--- config.mk ---
export PLATFORM = sky130hd
export DESIGN_NAME = bias_buf_pp
export DESIGN_NICKNAME = d
export VERILOG_FILES = /design/src/rtl/bias_buf_pkg.sv /design/src/rtl/bias_bank.sv /design/src/rtl/bias_buf_pp.sv
export SDC_FILE = /design/constraint.sdc
export NUM_CORES = 1
export LEC_CHECK = 0
export CORE_MARGIN = 4
export CORE_UTILIZATION = 57
export DETAILED_ROUTE_END_ITERATION = 10
export GPL_TIMING_DRIVEN = 0
export PLACE_DENSITY_LB_ADDON = 0.1
export SYNTH_ARGS = -nofsm -noshare
export SYNTH_HDL_FRONTEND = slang
export SYNTH_SLANG_ARGS = --single-unit
export TNS_END_PERCENT = 5
--- constraint.sdc ---
create_clock -name clk -period 5.17 [get_ports clk]
set_input_delay 0.7755 -clock clk [delete_from_list [all_inputs] [get_ports clk]]
set_output_delay 0.7755 -clock clk [all_outputs]
set_load 0.01 [all_outputs]
--- src/rtl/bias_buf_pkg.sv ---
// Shared types and defaults for the ping-pong bias buffer.
package bias_buf_pkg;

  localparam int DEF_DATA_W = 16;
  localparam int DEF_BUS_W  = 64;
  localparam int DEF_DEPTH  = 8;

  typedef enum logic [1:0] {
    ST_IDLE = 2'd0,
    ST_LOAD = 2'd1,
    ST_FULL = 2'd2
  } state_e;

  // A zero or oversized request means "fill the whole bank".
  function automatic int clamp_target(input int cnt, input int depth);
    return ((cnt == 0) || (cnt > depth)) ? depth : cnt;
  endfunction

endpackage

--- src/rtl/bias_bank.sv ---
// One bias bank: DEPTH x DATA_W registers, PACK-lane masked write, combinational read.
module bias_bank
  import bias_buf_pkg::*;
#(
  parameter int DATA_W = DEF_DATA_W,
  parameter int DEPTH  = DEF_DEPTH,
  parameter int PACK   = 4,
  localparam int ADDR_W = $clog2(DEPTH)
) (
  input  logic                   clk,
  input  logic                   wr_en,
  input  logic [ADDR_W-1:0]      wr_addr,
  input  logic [PACK-1:0]        wr_mask,
  input  logic [PACK*DATA_W-1:0] wr_data,
  input  logic [ADDR_W-1:0]      rd_addr,
  output logic [DATA_W-1:0]      rd_data
);

  logic [DATA_W-1:0] mem_r [DEPTH];

  // Each entry captures the enabled lane whose offset from wr_addr lands on it
  always_ff @(posedge clk) begin
    for (int e = 0; e < DEPTH; e++) begin
      for (int k = 0; k < PACK; k++) begin
        if (wr_en && wr_mask[k] && ((int'(wr_addr) + k) == e)) begin
          mem_r[e] <= wr_data[k*DATA_W +: DATA_W];
        end
      end
    end
  end

  // Indices past the bank read as zero
  always_comb begin
    rd_data = {DATA_W{1'b0}};
    if (int'(rd_addr) < DEPTH) begin
      rd_data = mem_r[rd_addr];
    end else begin
      rd_data = {DATA_W{1'b0}};
    end
  end

endmodule

--- src/rtl/bias_buf_pp.sv ---
// Double-buffered bias store: streaming load into the shadow bank, single-bias
// reads from the active bank, controller-driven swap.
module bias_buf_pp
  import bias_buf_pkg::*;
#(
  parameter int DATA_W = DEF_DATA_W,
  parameter int BUS_W  = DEF_BUS_W,
  parameter int DEPTH  = DEF_DEPTH,
  localparam int PACK   = BUS_W / DATA_W,
  localparam int ADDR_W = $clog2(DEPTH),
  localparam int CNT_W  = $clog2(DEPTH + 1)
) (
  input  logic              clk,
  input  logic              rst,
  input  logic              load_start,
  input  logic [CNT_W-1:0]  load_cnt,
  input  logic              in_valid,
  input  logic [BUS_W-1:0]  in_data,
  output logic              in_ready,
  output logic              load_done,
  output logic              shadow_full,
  input  logic              swap,
  output logic              swap_err,
  input  logic              rd_en,
  input  logic [ADDR_W-1:0] rd_idx,
  output logic [DATA_W-1:0] rd_data,
  output logic              rd_valid,
  output logic              active_bank
);

  // Pointer must hold one step past the last beat without wrapping.
  localparam int PTR_W = $clog2(DEPTH + PACK + 1);

  state_e            state_r;
  state_e            next_state_s;
  logic [PTR_W-1:0]  ptr_r;
  logic [PTR_W-1:0]  next_ptr_s;
  logic [CNT_W-1:0]  target_r;
  logic              active_bank_r;
  logic              load_done_r;
  logic              swap_err_r;
  logic              rd_valid_r;
  logic [DATA_W-1:0] rd_data_r;
  logic              in_ready_s;
  logic              shadow_full_s;
  logic              beat_s;
  logic              last_beat_s;
  logic              swap_ok_s;
  logic [PACK-1:0]   lane_mask_s;
  logic [1:0]        bank_we_s;
  logic [DATA_W-1:0] bank_rd_s [2];

  assign beat_s      = in_valid && in_ready_s;
  assign next_ptr_s  = ptr_r + PTR_W'(PACK);
  assign last_beat_s = beat_s && (next_ptr_s >= PTR_W'(target_r));
  assign swap_ok_s   = swap && (state_r == ST_FULL);

  // The shadow bank is always the one not being read.
  assign bank_we_s[0] = beat_s && active_bank_r;
  assign bank_we_s[1] = beat_s && !active_bank_r;

  // Lanes at or beyond the target count are dropped
  always_comb begin
    lane_mask_s = {PACK{1'b0}};
    for (int k = 0; k < PACK; k++) begin
      lane_mask_s[k] = (int'(ptr_r) + k) < int'(target_r);
    end
  end

  // FSM state register
  always_ff @(posedge clk or posedge rst) begin
    if (rst) begin
      state_r <= ST_IDLE;
    end else begin
      state_r <= next_state_s;
    end
  end

  // FSM next-state; load_start outside IDLE is ignored, swap wins in FULL
  always_comb begin
    next_state_s = state_r;
    case (state_r)
      ST_IDLE: if (load_start) next_state_s = ST_LOAD; else next_state_s = ST_IDLE;
      ST_LOAD: if (last_beat_s) next_state_s = ST_FULL; else next_state_s = ST_LOAD;
      ST_FULL: if (swap) next_state_s = ST_IDLE; else next_state_s = ST_FULL;
      default: next_state_s = ST_IDLE;
    endcase
  end

  // FSM outputs decoded from the state register
  always_comb begin
    in_ready_s    = 1'b0;
    shadow_full_s = 1'b0;
    case (state_r)
      ST_IDLE: in_ready_s = 1'b0;
      ST_LOAD: in_ready_s = 1'b1;
      ST_FULL: shadow_full_s = 1'b1;
      default: in_ready_s = 1'b0;
    endcase
  end

  // Load pointer and target count
  always_ff @(posedge clk or posedge rst) begin
    if (rst) begin
      ptr_r    <= {PTR_W{1'b0}};
      target_r <= {CNT_W{1'b0}};
    end else if ((state_r == ST_IDLE) && load_start) begin
      ptr_r    <= {PTR_W{1'b0}};
      target_r <= CNT_W'(clamp_target(int'(load_cnt), DEPTH));
    end else if (beat_s) begin
      ptr_r <= next_ptr_s;
    end
  end

  // Bank select and one-cycle status pulses
  always_ff @(posedge clk or posedge rst) begin
    if (rst) begin
      active_bank_r <= 1'b0;
      load_done_r   <= 1'b0;
      swap_err_r    <= 1'b0;
    end else begin
      active_bank_r <= active_bank_r ^ swap_ok_s;
      load_done_r   <= last_beat_s;
      swap_err_r    <= swap && (state_r != ST_FULL);
    end
  end

  // Read register samples the pre-swap active bank
  always_ff @(posedge clk or posedge rst) begin
    if (rst) begin
      rd_data_r  <= {DATA_W{1'b0}};
      rd_valid_r <= 1'b0;
    end else begin
      rd_valid_r <= rd_en;
      if (rd_en) begin
        rd_data_r <= bank_rd_s[active_bank_r];
      end
    end
  end

  bias_bank #(.DATA_W(DATA_W), .DEPTH(DEPTH), .PACK(PACK)) u_bank0 (
    .clk     (clk),
    .wr_en   (bank_we_s[0]),
    .wr_addr (ptr_r[ADDR_W-1:0]),
    .wr_mask (lane_mask_s),
    .wr_data (in_data),
    .rd_addr (rd_idx),
    .rd_data (bank_rd_s[0])
  );

  bias_bank #(.DATA_W(DATA_W), .DEPTH(DEPTH), .PACK(PACK)) u_bank1 (
    .clk     (clk),
    .wr_en   (bank_we_s[1]),
    .wr_addr (ptr_r[ADDR_W-1:0]),
    .wr_mask (lane_mask_s),
    .wr_data (in_data),
    .rd_addr (rd_idx),
    .rd_data (bank_rd_s[1])
  );

  assign in_ready    = in_ready_s;
  assign shadow_full = shadow_full_s;
  assign load_done   = load_done_r;
  assign swap_err    = swap_err_r;
  assign rd_data     = rd_data_r;
  assign rd_valid    = rd_valid_r;
  assign active_bank = active_bank_r;

endmodule

Word level (Yosys, flattened, before mapping)
Memories as Yosys holds them, arrays and structs flattened. Index checks and enable logic that the tools add are counted.

Bits in registers: 30. Bits in latches: 0. RAM bits: 256. Bits in read-only memories: 0. Bits of input ports: 77. Memories: 2.

Memories: u_bank0.mem_r (depth 8, bits a word 16, rd ports 1, clocked after Yosys merged registers in 0, wr ports 4, line bias_bank.sv:19) `logic [DATA_W-1:0] mem_r [DEPTH];`; u_bank1.mem_r (depth 8, bits a word 16, rd ports 1, clocked after Yosys merged registers in 0, wr ports 4, line bias_bank.sv:19).

$add $sub $neg: 7. Multiply operators: 0. Div/mod/pow operators: 0. $lt $le $gt $ge: 7. Equal/unequal tests: 31. Shift-type cells: 0. Multiplexer cells: 212. Bitwise logic cells: 50. Reductions and logical operators: 96.

Operators by type and width (count): $mux 16 (59); $eq 32x4->1 const B (12); $eq 32x3->1 const B (6); $mux 1 (139); $logic_not 32->1 (4); $reduce_or 16->1 (8); $eq 32x2->1 const B (3); $logic_and 1x1->1 (79); $or 1x1->1 (48); $mux 3 (8); $lt 5x4->1 (3); $eq 3x3->1 const B (4); $mux 4 (3); $add 4x2->5 const B (2); $add 3x2->4 const B (2); $eq 3x2->1 const B (2); $pmux 2 s3 (1); $add 4x1->5 const B (1); $add 3x1->4 const B (1); $add 4x3->4 const B (1); $ge 4x4->1 (1); $gt 4x4->1 const B (1); $logic_not 4->1 (1); $lt 4x4->1 (1); other kinds (12) (13).

Logic depth before layout (Yosys ltp)
Depth after elaboration: 13. Gate-level depth with buffers: 8. Gate-level depth less buffers: 6.

Cells and area by module
Synthesis repeated with hierarchy kept, for this count alone.

Cells, all modules: 2100. Area, all modules: 19934.1 um2.

Modules (own cells, without submodules): bias_bank (u_bank1) (times used 1, cells an instance 973, area an instance 9321.4 um2); bias_bank (u_bank0) (times used 1, cells an instance 988, area an instance 9182.6 um2); bias_buf_pp (times used 1, cells an instance 139, area an instance 1430.1 um2).

Worst setup path after synthesis
Ideal clock, no wire load.

Path type: in2reg. Start point: in in_valid. End point: mem u_bank1.mem_r[5][0] in the netlist's numbering, enable pin. Library setup time: 0.364 ns. Data arrival time: 2.193 ns. Data required time: 4.806 ns. Path slack: 2.613 ns. Stages: 6. Cell sequence: nand3b_4 > or3_4 > or3b_1 > buf_6 > buf_12 > inv_1.

RTL lines: start, declared (line bias_buf_pp.sv:17) `input logic in_valid,`; end, declared (line bias_bank.sv:19).

==> results.ini <==
[critical_path]
cp_slowest_cell = inv_1
critPathCapture = u_bank1.mem_r[1][2]
rrSetupSlack_ps = 1830
critPathTopFamily = buffers and inverters
worst-path-max-fanout = 16
path_class = register to register
endpoint_kind = register
timing.rr.start = ptr_r[2]
crit_cells = 6
worst_ep_arrival_time_ps = 3490
reg2reg_depth = 6
max_stage_delay_ps = 760
worstPathCellList = ha_1 > nor2b_1 > o21ai_1 > nand3b_1 > clkbuf_1 > inv_1
crit_required_ps = 5330
path_buf_inv = 2
worstReg2RegEnd = u_bank1.mem_r[1][2]
cp-startpoint = ptr_r[2]
cp-start-kind = register

[sta]
worstMarginPinSlew_ps = 1190
finalCritPeriodShare = 0.645
hold_ws_ps = 509
min_period_ps = 3340
setup_viol = 0
hold_viol = 0
timing.final.max_slew_violations = 0
max-slew-margin-rel = 0.204
clock.fmax_mhz = 300
fin_skew_ps = 28.1
rsz0062_at_grt = false
setup_tns_ps = 0
timing.final.ws_setup_ps = 1830

[synth]
yosysMostFrequentCell = edfxtp_1
synth_edf_count = 256
netlist_instances = 822
synth_common_cells = edfxtp_1 (256), mux2_2 (172), clkbuf_1 (102)
syn-cell-area_sq_mm = 0.0136
synth_nets = 907
yosysTopAreaCell = edfxtp_1
ys_types = 44
yosys_register_bits = 284
syn_avg_cell_area_sq_um = 16.6
synth_top_cell_area_share = 0.563
yosys-top-cells-area = edfxtp_1 (56%), mux2_2 (14%), mux4_2 (11%)
ys_seq_area_frac = 0.615
synthArstFlopShare = 0.0986
synth_top_flop_cell = edfxtp_1
ys_warn_count = 0

[detailed_routing]
drt_iter0_markers = 665
drt_pass1_iterations = 5
ant_nets = 0
avgRoutedWirePerCell_um = 26.9
drt-total-wl_um = 34900
via_count = 7876
drc_errors = 0
via_per_inst = 6.09

[power]
p_comb_frac = 0.250
p_int_mw = 4.92
swShare = 0.280
ir_drop_mv = 0.352
pwr-share-clk = 0.297
leakage_nw = 5.53
power_density_mw_per_mm2 = 428
p_seq_frac = 0.453
switchingPower_mw = 1.92

[global_route]
grt_pass1_vias = 8402
antenna_found_initial = 1
grt_max_degree = 29
grt_usage = 0.268
overflow = 0
grt_pass1_wl_um = 51900

[place]
hpwlAfterDp_um = 24500
io_buffer_count = 95
post-place-ws_ps = 1330
finalWeightedCongestion = 0.923
place_area_sq_mm = 0.0151

[cts]
cts_tree = done
clkLatencyLatePin_ps = 550
clock-sinks = 284
cts_inserted_buffers = 29
post_cts_resized = 0
post_cts_buffers = 0
path_clk_slew_ps = 60
cts_max_level = 1
clockRootBuffer = clkbuf_16
hold_buffers = 0
ctsLongestPathBuffers = 3

[floorplan]
start_util = 0.580
die_width_um = 163
io_pins = 99
die_y_um = 163
core-area_sq_mm = 0.0235
rows = 56
die-area_sq_mm = 0.0265

[finish]
num-nets-final = 1037
final_util = 0.679
drive_above_1_share = 0.342
area_delta_synth_final_pct = 17.1
stdcell_area_sq_mm = 0.0160
fillCellCount = 1624

[run_status]
status = finished clean

[flow_run]
cap_violations = 0

[hold_path]
min_path_type = register to register

==> sequential cells by signal, summed over array words and instances, names as in the netlist, 2 cells and up <==
signal / cells
state_r: 2
u_bank1.mem_r: 128
u_bank0.mem_r: 128
target_r: 4
rd_data: 16
ptr_r: 2
==> worst min-delay path by stage <==
stage                            from          end  slack, ps  cells past startpoint
after floorplan           target_r[2]  target_r[2]        450                      2
final                     target_r[2]  target_r[2]        510                      2
after global placement    target_r[2]  target_r[2]        480                      2
after global routing      target_r[2]  target_r[2]        560                      2
after CTS                 target_r[2]  target_r[2]        510                      2
after detailed placement  target_r[2]  target_r[2]        490                      2
==> area by class of cell <==
| class | instances | area [sq um] | share of cell area |
|---|---|---|---|
| timing repair buffer | 99 | 1010 | 0.0632 |
| multi-input combinational | 395 | 4660 | 0.291 |
| antenna | 1 | 2.50 | 0.000157 |
| inverter | 16 | 60.1 | 0.00376 |
| buffer | 127 | 556 | 0.0347 |
| tap | 319 | 399 | 0.0250 |
| clock buffer | 42 | 815 | 0.0509 |
| clock inverter | 11 | 101 | 0.00634 |
| sequential | 284 | 8390 | 0.525 |
==> placed cells by master (no fill, tap or decap), types with 6 or more instances in the layout <==
cell,n
buf_2,16
dfrtp_1,28
mux2_4,18
a221oi_1,16
inv_1,15
clkbuf_1,111
o21ai_0,7
nand2_1,8
nand2b_1,7
clkdlybuf4s50_1,95
edfxtp_1,256
nor2_1,19
mux2i_1,16
o22ai_1,16
mux4_2,64
clkbuf_16,29
clkinv_1,6
ha_1,8
nor2_2,6
mux2_2,172
==> logic make-up (layout without fill, tap and decap cells) <==
kind of cell,count (synthesis),after routing,share of synthesized area
simple gates,67,67,0.0278
flops,284,284,0.615
fa+ha+maj,8,8,0.00733
compound gates,47,47,0.0239
other cells,0,1,0
buf+inv,143,295,0.0451
mux,272,272,0.281
xor+xnor,1,1,0.000642
==> power groups by stage <==
stage          Combinational, mW  Sequential [mW]  Clock [mW]
2_1_floorplan               1.03             3.11           0
3_3_place_gp                1.62             3.12           0
3_5_place_dp                1.70             3.14           0
4_1_cts                     1.71             3.09        2.04
5_1_grt                     1.83             3.12        2.15
6_report                    1.71             3.10        2.03
==> worst register-to-register path: stages, from the launching register on <==
cell      delay [ps]
dfrtp_1          480
ha_1             340
nor2b_1          140
o21ai_1          230
nand3b_1         470
clkbuf_1         500
inv_1            770
==> through the flow <==
stage	total power, mW	instances
floorplan	4.14	822
global route	7.10	1294
global placement	4.74	1236
detailed placement	4.84	1240
CTS	6.85	1293
finish	6.84	1294
==> per-layer routing <==
layer | up-vias | track usage | routed length (um)
met1 | 4045 | 0.347 | 13400
met5 | - | 0 | 0
met2 | 329 | 0.456 | 17700
li1 | 3427 | - | -
met3 | 75 | 0.0380 | 2150
met4 | 0 | 0.113 | 1660
Power figures use the tool's default switching activity.
